<file path="config.mk">
export PLATFORM = sky130hd
export DESIGN_NAME = param_array_engine
export DESIGN_NICKNAME = d
export VERILOG_FILES = /design/src/rtl/param_array_pkg.sv /design/src/rtl/array_store.sv /design/src/rtl/param_array_engine.sv
export SDC_FILE = /design/constraint.sdc
export NUM_CORES = 1
export LEC_CHECK = 0
export ABC_AREA = 1
export CORE_UTILIZATION = 40
export DETAILED_ROUTE_END_ITERATION = 8
export PLACE_DENSITY = 0.71
export RECOVER_POWER = 50
export SKIP_CTS_REPAIR_TIMING = 1
export SLEW_MARGIN = 0
export SYNTH_ARGS = -nofsm -noshare
export SYNTH_HDL_FRONTEND = slang
export SYNTH_SLANG_ARGS = --single-unit
</file>
<file path="constraint.sdc">
create_clock -name clk -period 4.2 [get_ports clk]
set_input_delay 0.42 -clock clk [delete_from_list [all_inputs] [get_ports clk]]
set_output_delay 0.42 -clock clk [all_outputs]
set_load 0.1 [all_outputs]
</file>
<file path="src/rtl/param_array_pkg.sv">
// Shared types and helpers for the parametrised array engine.
package param_array_pkg;

    typedef enum logic [1:0] {
        ST_INIT   = 2'd0,
        ST_IDLE   = 2'd1,
        ST_STREAM = 2'd2
    } state_t;

    // Width of a counter that must hold 0..depth inclusive.
    function automatic int cnt_width(input int depth);
        return $clog2(depth + 1);
    endfunction

    // Fill pattern written during INIT; callers truncate to their data width.
    function automatic logic [63:0] init_value(input logic [31:0] i);
        return (64'(i) << 1) | 64'd1;
    endfunction

endpackage

</file>
<file path="src/rtl/array_store.sv">
// DEPTH x WIDTH register array: one write port, one registered read port.
module array_store #(
    parameter int WIDTH = 32,
    parameter int DEPTH = 4,
    parameter int AW    = $clog2(DEPTH)
) (
    input  logic             clk,
    input  logic             we,
    input  logic [AW-1:0]    waddr,
    input  logic [WIDTH-1:0] wdata,
    input  logic             re,
    input  logic [AW-1:0]    raddr,
    output logic [WIDTH-1:0] rdata
);

    logic [WIDTH-1:0] mem [DEPTH];

    // Both updates are non-blocking, so a read of the address being written
    // in the same cycle returns the previous contents.
    always_ff @(posedge clk) begin
        if (we) begin
            mem[waddr] <= wdata;
        end
        if (re) begin
            rdata <= mem[raddr];
        end
    end

endmodule

</file>
<file path="src/rtl/param_array_engine.sv">
// Self-initialising register array with single reads/writes and a streaming read mode.
module param_array_engine
    import param_array_pkg::*;
#(
    parameter int WIDTH = 32,
    parameter int DEPTH = 4,
    parameter int IDX_W = 32
) (
    input  logic             clk,
    input  logic             reset,
    input  logic             wr_en,
    input  logic [IDX_W-1:0] wr_idx,
    input  logic [WIDTH-1:0] wr_data,
    input  logic             rd_req,
    input  logic [IDX_W-1:0] rd_idx,
    input  logic             stream_start,
    input  logic [IDX_W-1:0] stream_len,
    input  logic             wrap_en,
    output logic [WIDTH-1:0] rd_data,
    output logic             rd_valid,
    output logic             rd_err,
    output logic             wr_err,
    output logic             busy,
    output logic             init_done,
    output state_t           dbg_state
);

    localparam int AW    = $clog2(DEPTH);
    localparam int CNT_W = cnt_width(DEPTH);

    // Handshake: requests are single-cycle pulses sampled at the clock edge in IDLE;
    // the response (rd_valid with rd_data/rd_err, or wr_err) appears one cycle later
    // for exactly one cycle, except during a stream where rd_valid stays high per beat.

    state_t           state_q, state_d;
    logic [CNT_W-1:0] fill_q, fill_d;
    logic [AW-1:0]    cursor_q, cursor_d;
    logic [IDX_W-1:0] remain_q, remain_d;
    logic             rd_valid_q, rd_valid_d;
    logic             rd_err_q, rd_err_d;
    logic             wr_err_q, wr_err_d;
    logic             data_ok_q, data_ok_d;
    logic             init_done_q, init_done_d;

    logic             mem_we, mem_re;
    logic [AW-1:0]    mem_waddr, mem_raddr;
    logic [WIDTH-1:0] mem_wdata, mem_rdata;

    logic             wr_ok, rd_ok;
    logic [AW-1:0]    step_idx, step_next;
    logic [IDX_W-1:0] step_rem, step_rem_next;
    logic             step_last, step_done;

    assign wr_ok = wr_idx < IDX_W'(DEPTH);
    assign rd_ok = rd_idx < IDX_W'(DEPTH);

    // One stream beat: the start cycle reads rd_idx, later beats read the cursor.
    assign step_idx      = (state_q == ST_STREAM) ? cursor_q : rd_idx[AW-1:0];
    assign step_rem      = (state_q == ST_STREAM) ? remain_q : stream_len;
    assign step_last     = step_idx == AW'(DEPTH - 1);
    assign step_next     = step_last ? '0 : step_idx + AW'(1);
    assign step_rem_next = step_rem - IDX_W'(1);
    assign step_done     = (step_rem_next == '0) || (step_last && !wrap_en);

    always_comb begin
        state_d     = state_q;
        fill_d      = fill_q;
        cursor_d    = cursor_q;
        remain_d    = remain_q;
        rd_valid_d  = 1'b0;
        rd_err_d    = 1'b0;
        wr_err_d    = 1'b0;
        data_ok_d   = data_ok_q;
        init_done_d = init_done_q;
        mem_we      = 1'b0;
        mem_waddr   = wr_idx[AW-1:0];
        mem_wdata   = wr_data;
        mem_re      = 1'b0;
        mem_raddr   = step_idx;

        case (state_q)
            ST_INIT: begin
                mem_we    = 1'b1;
                mem_waddr = fill_q[AW-1:0];
                mem_wdata = WIDTH'(init_value(32'(fill_q)));
                if (fill_q == CNT_W'(DEPTH - 1)) begin
                    state_d     = ST_IDLE;
                    init_done_d = 1'b1;
                end else begin
                    fill_d = fill_q + CNT_W'(1);
                end
            end

            ST_IDLE: begin
                mem_we   = wr_en && wr_ok;
                wr_err_d = wr_en && !wr_ok;
                if (stream_start) begin
                    if (stream_len != '0) begin
                        rd_valid_d = 1'b1;
                        if (rd_ok) begin
                            mem_re    = 1'b1;
                            data_ok_d = 1'b1;
                            cursor_d  = step_next;
                            remain_d  = step_rem_next;
                            state_d   = step_done ? ST_IDLE : ST_STREAM;
                        end else begin
                            rd_err_d  = 1'b1;
                            data_ok_d = 1'b0;
                        end
                    end
                end else if (rd_req) begin
                    rd_valid_d = 1'b1;
                    if (rd_ok) begin
                        mem_re    = 1'b1;
                        data_ok_d = 1'b1;
                    end else begin
                        rd_err_d  = 1'b1;
                        data_ok_d = 1'b0;
                    end
                end
            end

            ST_STREAM: begin
                mem_we     = wr_en && wr_ok;
                wr_err_d   = wr_en && !wr_ok;
                mem_re     = 1'b1;
                rd_valid_d = 1'b1;
                data_ok_d  = 1'b1;
                cursor_d   = step_next;
                remain_d   = step_rem_next;
                state_d    = step_done ? ST_IDLE : ST_STREAM;
            end

            default: state_d = ST_INIT;
        endcase
    end

    always_ff @(posedge clk) begin
        if (reset) begin
            state_q     <= ST_INIT;
            fill_q      <= '0;
            cursor_q    <= '0;
            remain_q    <= '0;
            rd_valid_q  <= 1'b0;
            rd_err_q    <= 1'b0;
            wr_err_q    <= 1'b0;
            data_ok_q   <= 1'b0;
            init_done_q <= 1'b0;
        end else begin
            state_q     <= state_d;
            fill_q      <= fill_d;
            cursor_q    <= cursor_d;
            remain_q    <= remain_d;
            rd_valid_q  <= rd_valid_d;
            rd_err_q    <= rd_err_d;
            wr_err_q    <= wr_err_d;
            data_ok_q   <= data_ok_d;
            init_done_q <= init_done_d;
        end
    end

    array_store #(
        .WIDTH (WIDTH),
        .DEPTH (DEPTH),
        .AW    (AW)
    ) u_store (
        .clk   (clk),
        .we    (mem_we && !reset),
        .waddr (mem_waddr),
        .wdata (mem_wdata),
        .re    (mem_re),
        .raddr (mem_raddr),
        .rdata (mem_rdata)
    );

    // The store's read register is not reset; data_ok_q masks it to zero
    // after reset and after an out-of-range read.
    assign rd_data   = data_ok_q ? mem_rdata : '0;
    assign rd_valid  = rd_valid_q;
    assign rd_err    = rd_err_q;
    assign wr_err    = wr_err_q;
    assign busy      = state_q != ST_IDLE;
    assign init_done = init_done_q;
    assign dbg_state = state_q;

endmodule
</file>
==> results_dict.tcl, run 1 <==
set metrics [dict create \
    path_cells "inv_1, ha_2, inv_8, o21ai_2, ha_1, nand3_1, nor2_4, nand2_1, nand2_1, nand2_1, nor2_1, nand2_1, nor2_1, nand2_1, nor2_1, nand2_1, nand2_1, nand2_1, nand2_1, nand2_1, a21oi_2" \
    die_x_um 161 \
    setup_tns_ps 0 \
    crit_path_end_kind "flop" \
    initial_core_util_pct 41.3 \
    drive_above_1_share_pct 8.69 \
    synth_common_cells "294 x nand2_1, 168 x nor2_1, 160 x edfxtp_1, 132 x inv_1, 113 x o21ai_0" \
    cts_root_buf "clkbuf_16" \
    synth_top_family_by_area "simple AND/OR/NAND/NOR gates" \
    synth-seq-area-share_pct 56.0 \
    clk_latency_ps 530 \
    power_mw 8.88 \
    ios 173 \
    diodes 0 \
    synth_top_flop_cell "edfxtp_1" \
    path_clk_slew_ps 60 \
    grt_overflow 0 \
    core-area_mm2 0.0246 \
    synth-simple-area-share_pct 24.8 \
    synth-seq-cells 204 \
    area_delta_synth_final_pct 28.1 \
    regArea_mm2 0.00569 \
    cts_tree "built" \
    die-area_mm2 0.0260 \
    first_iter_violations 616 \
    syn_inst 1183 \
    drv_cap 1 \
    slowest_stage "ha_2" \
    antenna_found_initial 1 \
    synth_most_common_cell "nand2_1" \
    final_nets 1495 \
    cts_buffers 23 \
    routedWlPerCell_um 16.1 \
    hp-class "reg2reg" \
    worst_pin_slew_ps 1590 \
    nFillCells 2263 \
    rsz0062_at_grt "no" \
    synth-edff-count 160 \
    vias_per_cell 5.08 \
    track_usage_pct 21.3 \
    fin_crit_ps 3320 \
    synth_compound_area_share_pct 10.3 \
    yosys.area.top_type "edfxtp_1" \
    synth-adder-area-share_pct 1.11 \
    port_buffers 172 \
    synthTopCellsByArea "edfxtp_1 47%, nand2_1 11%, dfxtp_1 8.7%" \
    ir_drop_mv 0.312 \
    max_freq_mhz 301 \
    first_global_vias 8479 \
    gp_congestion 0.979 \
    min_period_over_period_pct 79.1 \
    grt_pass1_wl_um 43400 \
    cts.htree.levels 1 \
    clock_skew_ps 14.8 \
    grt_max_degree 47 \
    comb_power_share_pct 40.8 \
    p_int_mw 5.20 \
    dp_hpwl_um 18800 \
    cts_sinks 204 \
    syn-cell-area_mm2 0.0102 \
    crit_top_cell "nand2_1" \
    crit_type "reg2reg" \
    max_slew_margin_pct -5.75 \
    finalMaxSlewViolations 38 \
    synth_mux_area_share_pct 0 \
    hold_viol_final 0 \
    drt_wl_total_um 27200 \
    failed_checks "max-capacitance violations, max-slew violations" \
    yosysUniqueCellTypes 33 \
    crit_path_max_incr_delay_ps 500 \
    rows 57 \
    die_y_um 161 \
    final-setup-viol-count 0 \
    crit_family "simple AND/OR/NAND/NOR gates" \
    num_vias 8594 \
    clk_path_buf_depth 3 \
    status "finished with violations" \
    multi_input_area_mm2 0.00370 \
    start_kind "flop" \
    cp_max_fo 46 \
    power.leakage_nw 5.19 \
    synth_area_per_cell_um2 8.59 \
    synthArstFlopShare_pct 0 \
    clockPowerShare_pct 25.1 \
    switchingPower_mw 3.68 \
    drt-pass1-iter-count 5 \
    p_sw_share_pct 41.4 \
    power_density_mw_per_mm2 682 \
    syn_nets 1326 \
    netlist.area_leader.share_pct 47.3 \
    crit_required_ps 4650 \
    critical_path_buf_inv_count 2 \
    route.detailed.drc 0 \
    synthXorXnorAreaFrac_pct 0 \
    ant_nets 0 \
    p_seq_share_pct 34.1 \
    arrival_ps 3770 \
    yosysWarnings 0 \
]
path summary, 6_finish.rpt:
kind,slack (ps),cells past startpoint,startpoint,end
worst max-delay path,880,21,dbg_state[0],dbg_state[0]
worst max register to register,880,21,dbg_state[0],dbg_state[0]
worst min register to register,470,2,remain_q[28],remain_q[28]
worst min-delay path,470,2,remain_q[28],remain_q[28]
per-stage QoR:
stage	cell area [um^2]	cells	hold WS (ps)	util (%)	setup WS (ps)
6_report	13000	1693	466	52.9	879
5_1_grt	13000	1693	495	52.9	563
4_1_cts	13100	1693	469	53.1	914
3_5_place_dp	12200	1651	462	49.6	956
3_3_place_gp	12200	1651	460	49.6	1010
2_1_floorplan	10200	1183	429	-	-334
area by class of cell:
class	instances	area share, %
Sequential cell	204	43.7
Clock inverter	19	2.10
Multi-Input combinational cell	790	28.4
Tap cell	324	3.11
Timing Repair Buffer	193	14.2
Inverter	140	4.10
Clock buffer	23	4.42
registers in the layout (all words and copies together), names as in the netlist:
name	cells
u_store.mem	128
remain_q	32
u_store.rdata	32
fill_q	3
cursor_q	2
dbg_state	2
data_ok_q	1
init_done	1
rd_err	1
rd_valid	1
wr_err	1
kinds of logic after synthesis:
group                      after synthesis
DFF                                    204
AOI/OAI and AO/OA                      195
buffers and inverters                  189
and+or+nand+nor                        586
adders and majority gates                9
layout by cell type (no fill, tap or decap), drive strengths merged:
| cell | instances |
|---|---|
| edfxtp | 160 |
| dlygate4sd3 | 8 |
| nand2 | 315 |
| nor2 | 191 |
| o22ai | 32 |
| inv | 140 |
| nand4 | 10 |
| o21ai | 122 |
| a31oi | 6 |
| nor3 | 4 |
| nor4 | 23 |
| o21a | 2 |
| clkbuf | 30 |
| clkinv | 9 |
| dfxtp | 44 |
| a21oi | 29 |
| clkinvlp | 4 |
| a211oi | 4 |
| bufinv | 6 |
| nand3 | 40 |
| ha | 9 |
| or2 | 3 |
| clkdlybuf4s50 | 161 |
| buf | 17 |
metal layers:
layer / vias to the layer above / share of wire, % / GRT usage (%)
li1: 4262 / - / -
met1: 3975 / 43 / 27.1
met2: 310 / 47 / 36.2
met3: 47 / 6.5 / 3.47
met4: 0 / 2.9 / 8.06
met5: - / 0 / 0
power groups by stage:
stage | clock [mW] | combinational (mW) | sequential, mW
6_report | 2.23 | 3.62 | 3.03
5_1_grt | 2.34 | 3.99 | 3.07
4_1_cts | 2.27 | 3.66 | 3.02
3_5_place_dp | 0 | 3.65 | 3.06
3_3_place_gp | 0 | 3.61 | 3.05
2_1_floorplan | 0 | 2.53 | 3.14
worst register-to-register path: cells and delay by family (launching register included):
kind	cells	cell delay (ps)
simple gates	15	1520
fa+ha+maj	2	730
flops	1	360
buf+inv	2	320
compound gates	2	320
Power figures use the tool's default switching activity.
==> run 2: changes to the inputs <==
==> constraint.sdc (replaced) <==
create_clock -name clk -period 3.4 [get_ports clk]
set_input_delay 0.34 -clock clk [delete_from_list [all_inputs] [get_ports clk]]
set_output_delay 0.34 -clock clk [all_outputs]
set_load 0.1 [all_outputs]
==> run 2 against run 1 <==
Net effect:
- the run still ends with max-capacitance violations, max-slew violations left
- power grew 20%
- clock-buffer cell count grew 2
- critical path depth shrank 17
- clock skew shrank 3.4 ps
- hold slack lost 33 ps
- worst setup slack lost 610 ps
- flip-flop and latch count is the same
- global-route usage shrank 0.12 points
- combinational power grew 26%
- die area is the same
- clock power grew 4%
- cell count is essentially flat
- critical endpoint is now rd_data[3]
- highest routed layer unchanged
==> results_dict.tcl, run 2 (same netlist as run 1, synthesis figures left out) <==
set metrics [dict create \
    slowest_stage "clkbuf_1" \
    stdcell_area_mm2 0.0129 \
    place_area_mm2 0.0122 \
    hp-class "in2reg" \
    fin_crit_ps 3130 \
    rows 57 \
    port_buffers 172 \
    status "finished with violations" \
    setup_tns_ps 0 \
    final_cell_mix "293 x nand2_1, 164 x nor2_1, 160 x edfxtp_1, 132 x inv_1, 132 x clkdlybuf4s50_1" \
    grt_pass1_wl_um 43000 \
    cts_root_buf "clkbuf_16" \
    crit_required_ps 3060 \
    track_usage_pct 21.1 \
    grt_overflow 0 \
    ir_drop_mv 0.367 \
    antenna_found_initial 0 \
    post-route-util_pct 52.3 \
    worst_pin_slew_ps 1680 \
    final_nets 1498 \
    crit_family "buffers and inverters" \
    rsz0062_at_grt "no" \
    area_delta_synth_final_pct 26.6 \
    first_global_vias 8232 \
    crit_path_end_kind "primary output" \
    initial_core_util_pct 41.3 \
    fin_worst_hold_slack_ps 432 \
    core-area_mm2 0.0246 \
    arrival_ps 2790 \
    dp.cells 1655 \
    dp_slack_ps 172 \
    min_period_over_period_pct 92.1 \
    power.leakage_nw 5.22 \
    dp_hpwl_um 18900 \
    diodes 0 \
    cts.htree.levels 1 \
    power_density_mw_per_mm2 825 \
    cts_sinks 204 \
    ant_nets 0 \
    cp_max_fo 32 \
    power_mw 10.6 \
    max_freq_mhz 319 \
    ios 173 \
    cts_tree "built" \
    die_y_um 161 \
    crit_path_max_incr_delay_ps 1210 \
    first_iter_violations 599 \
    mostFrequentLayoutCell "nand2_1" \
    top_regs "u_store.mem x128, remain_q x32, u_store.rdata x32" \
    path_clk_slew_ps 60 \
    drv_cap 1 \
    clk_latency_ps 510 \
    path_cells "clkbuf_1, nand2_1, inv_1, clkbuf_4" \
    critical_path_buf_inv_count 3 \
    route.detailed.drc 0 \
    drt_wl_total_um 27400 \
    drt-pass1-iter-count 6 \
    final-setup-viol-count 0 \
    largest-register "u_store.mem" \
    largest_reg_flops 128 \
    failed_checks "max-capacitance violations, max-slew violations" \
    clock_skew_ps 11.4 \
    drive_above_1_share_pct 11.3 \
    crit_type "reg2out" \
    routedWlPerCell_um 16.2 \
    num_vias 8550 \
    setup_ws_ps 267 \
    max_slew_margin_pct -12.2 \
    grt_max_degree 67 \
    gp_congestion 0.961 \
    die-area_mm2 0.0260 \
    clk_path_buf_depth 3 \
    cts_buffers 22 \
    final_cells 1694 \
    die_x_um 161 \
    hold_viol_final 0 \
    start_kind "flop" \
    vias_per_cell 5.05 \
    finalMaxSlewViolations 33 \
]
run 2: changes by cell type in the layout (fill, tap and decap cells not counted), moves of 3 or more:
cell	delta
buf_2	+9
nor2_1	-3
nor2_2	+3
clkinvlp_4	-3
clkbuf_2	+17
nor3_1	-3
clkbuf_4	+5
bufinv_16	-4
nor3_4	+4
clkdlybuf4s50_1	-29
run 2: cell type report:
| class | count | area, um^2 |
|---|---|---|
| timing repair buffer | 197 | 1770 |
| multi-input combinational | 790 | 3750 |
| clock inverter | 14 | 134 |
| inverter | 140 | 538 |
| fill | 2233 | 11700 |
| clock buffer | 25 | 572 |
| tap | 324 | 405 |
| sequential | 204 | 5690 |
run 2: where the power goes:
part / total, mW / internal [mW] / switching (mW)
clock network: 2.32 / 1.36 / 0.956
logic: 4.57 / 1.16 / 3.41
registers: 3.73 / 3.55 / 0.179
total: 10.6 / 6.07 / 4.54
run 2: worst register-to-register path, cell delays in order (launching register included):
cell	delay, ps
dfxtp_1	410
inv_1	130
ha_4	220
clkinv_8	140
nand2_1	100
nand2_2	120
ha_1	230
nand3_2	130
nor2_4	190
nand2_2	150
nor2_4	190
nand3_1	80
nand2_1	90
nand2_1	80
nor2_1	100
nand2_1	70
nor2_1	140
nand2_1	100
nand2_1	70
nand2_1	40
nand2_1	60
nand2_1	70
a21oi_2	110
run 2: worst paths after layout:
check / start / endpoint / slack (ps) / cells past startpoint
worst max-delay path: data_ok_q / rd_data[3] / 270 / 4
worst min-delay path: wr_en / wr_err / 430 / 3
worst max register to register: dbg_state[0] / dbg_state[0] / 320 / 22
worst min register to register: remain_q[24] / remain_q[24] / 450 / 2
run 2: metal layers:
metal  share of wire (%)  GRT usage (%)
met5                   0              0
met4                 2.1           6.00
met3                 6.6           3.13
met2                  47           35.3
met1                  44           28.5
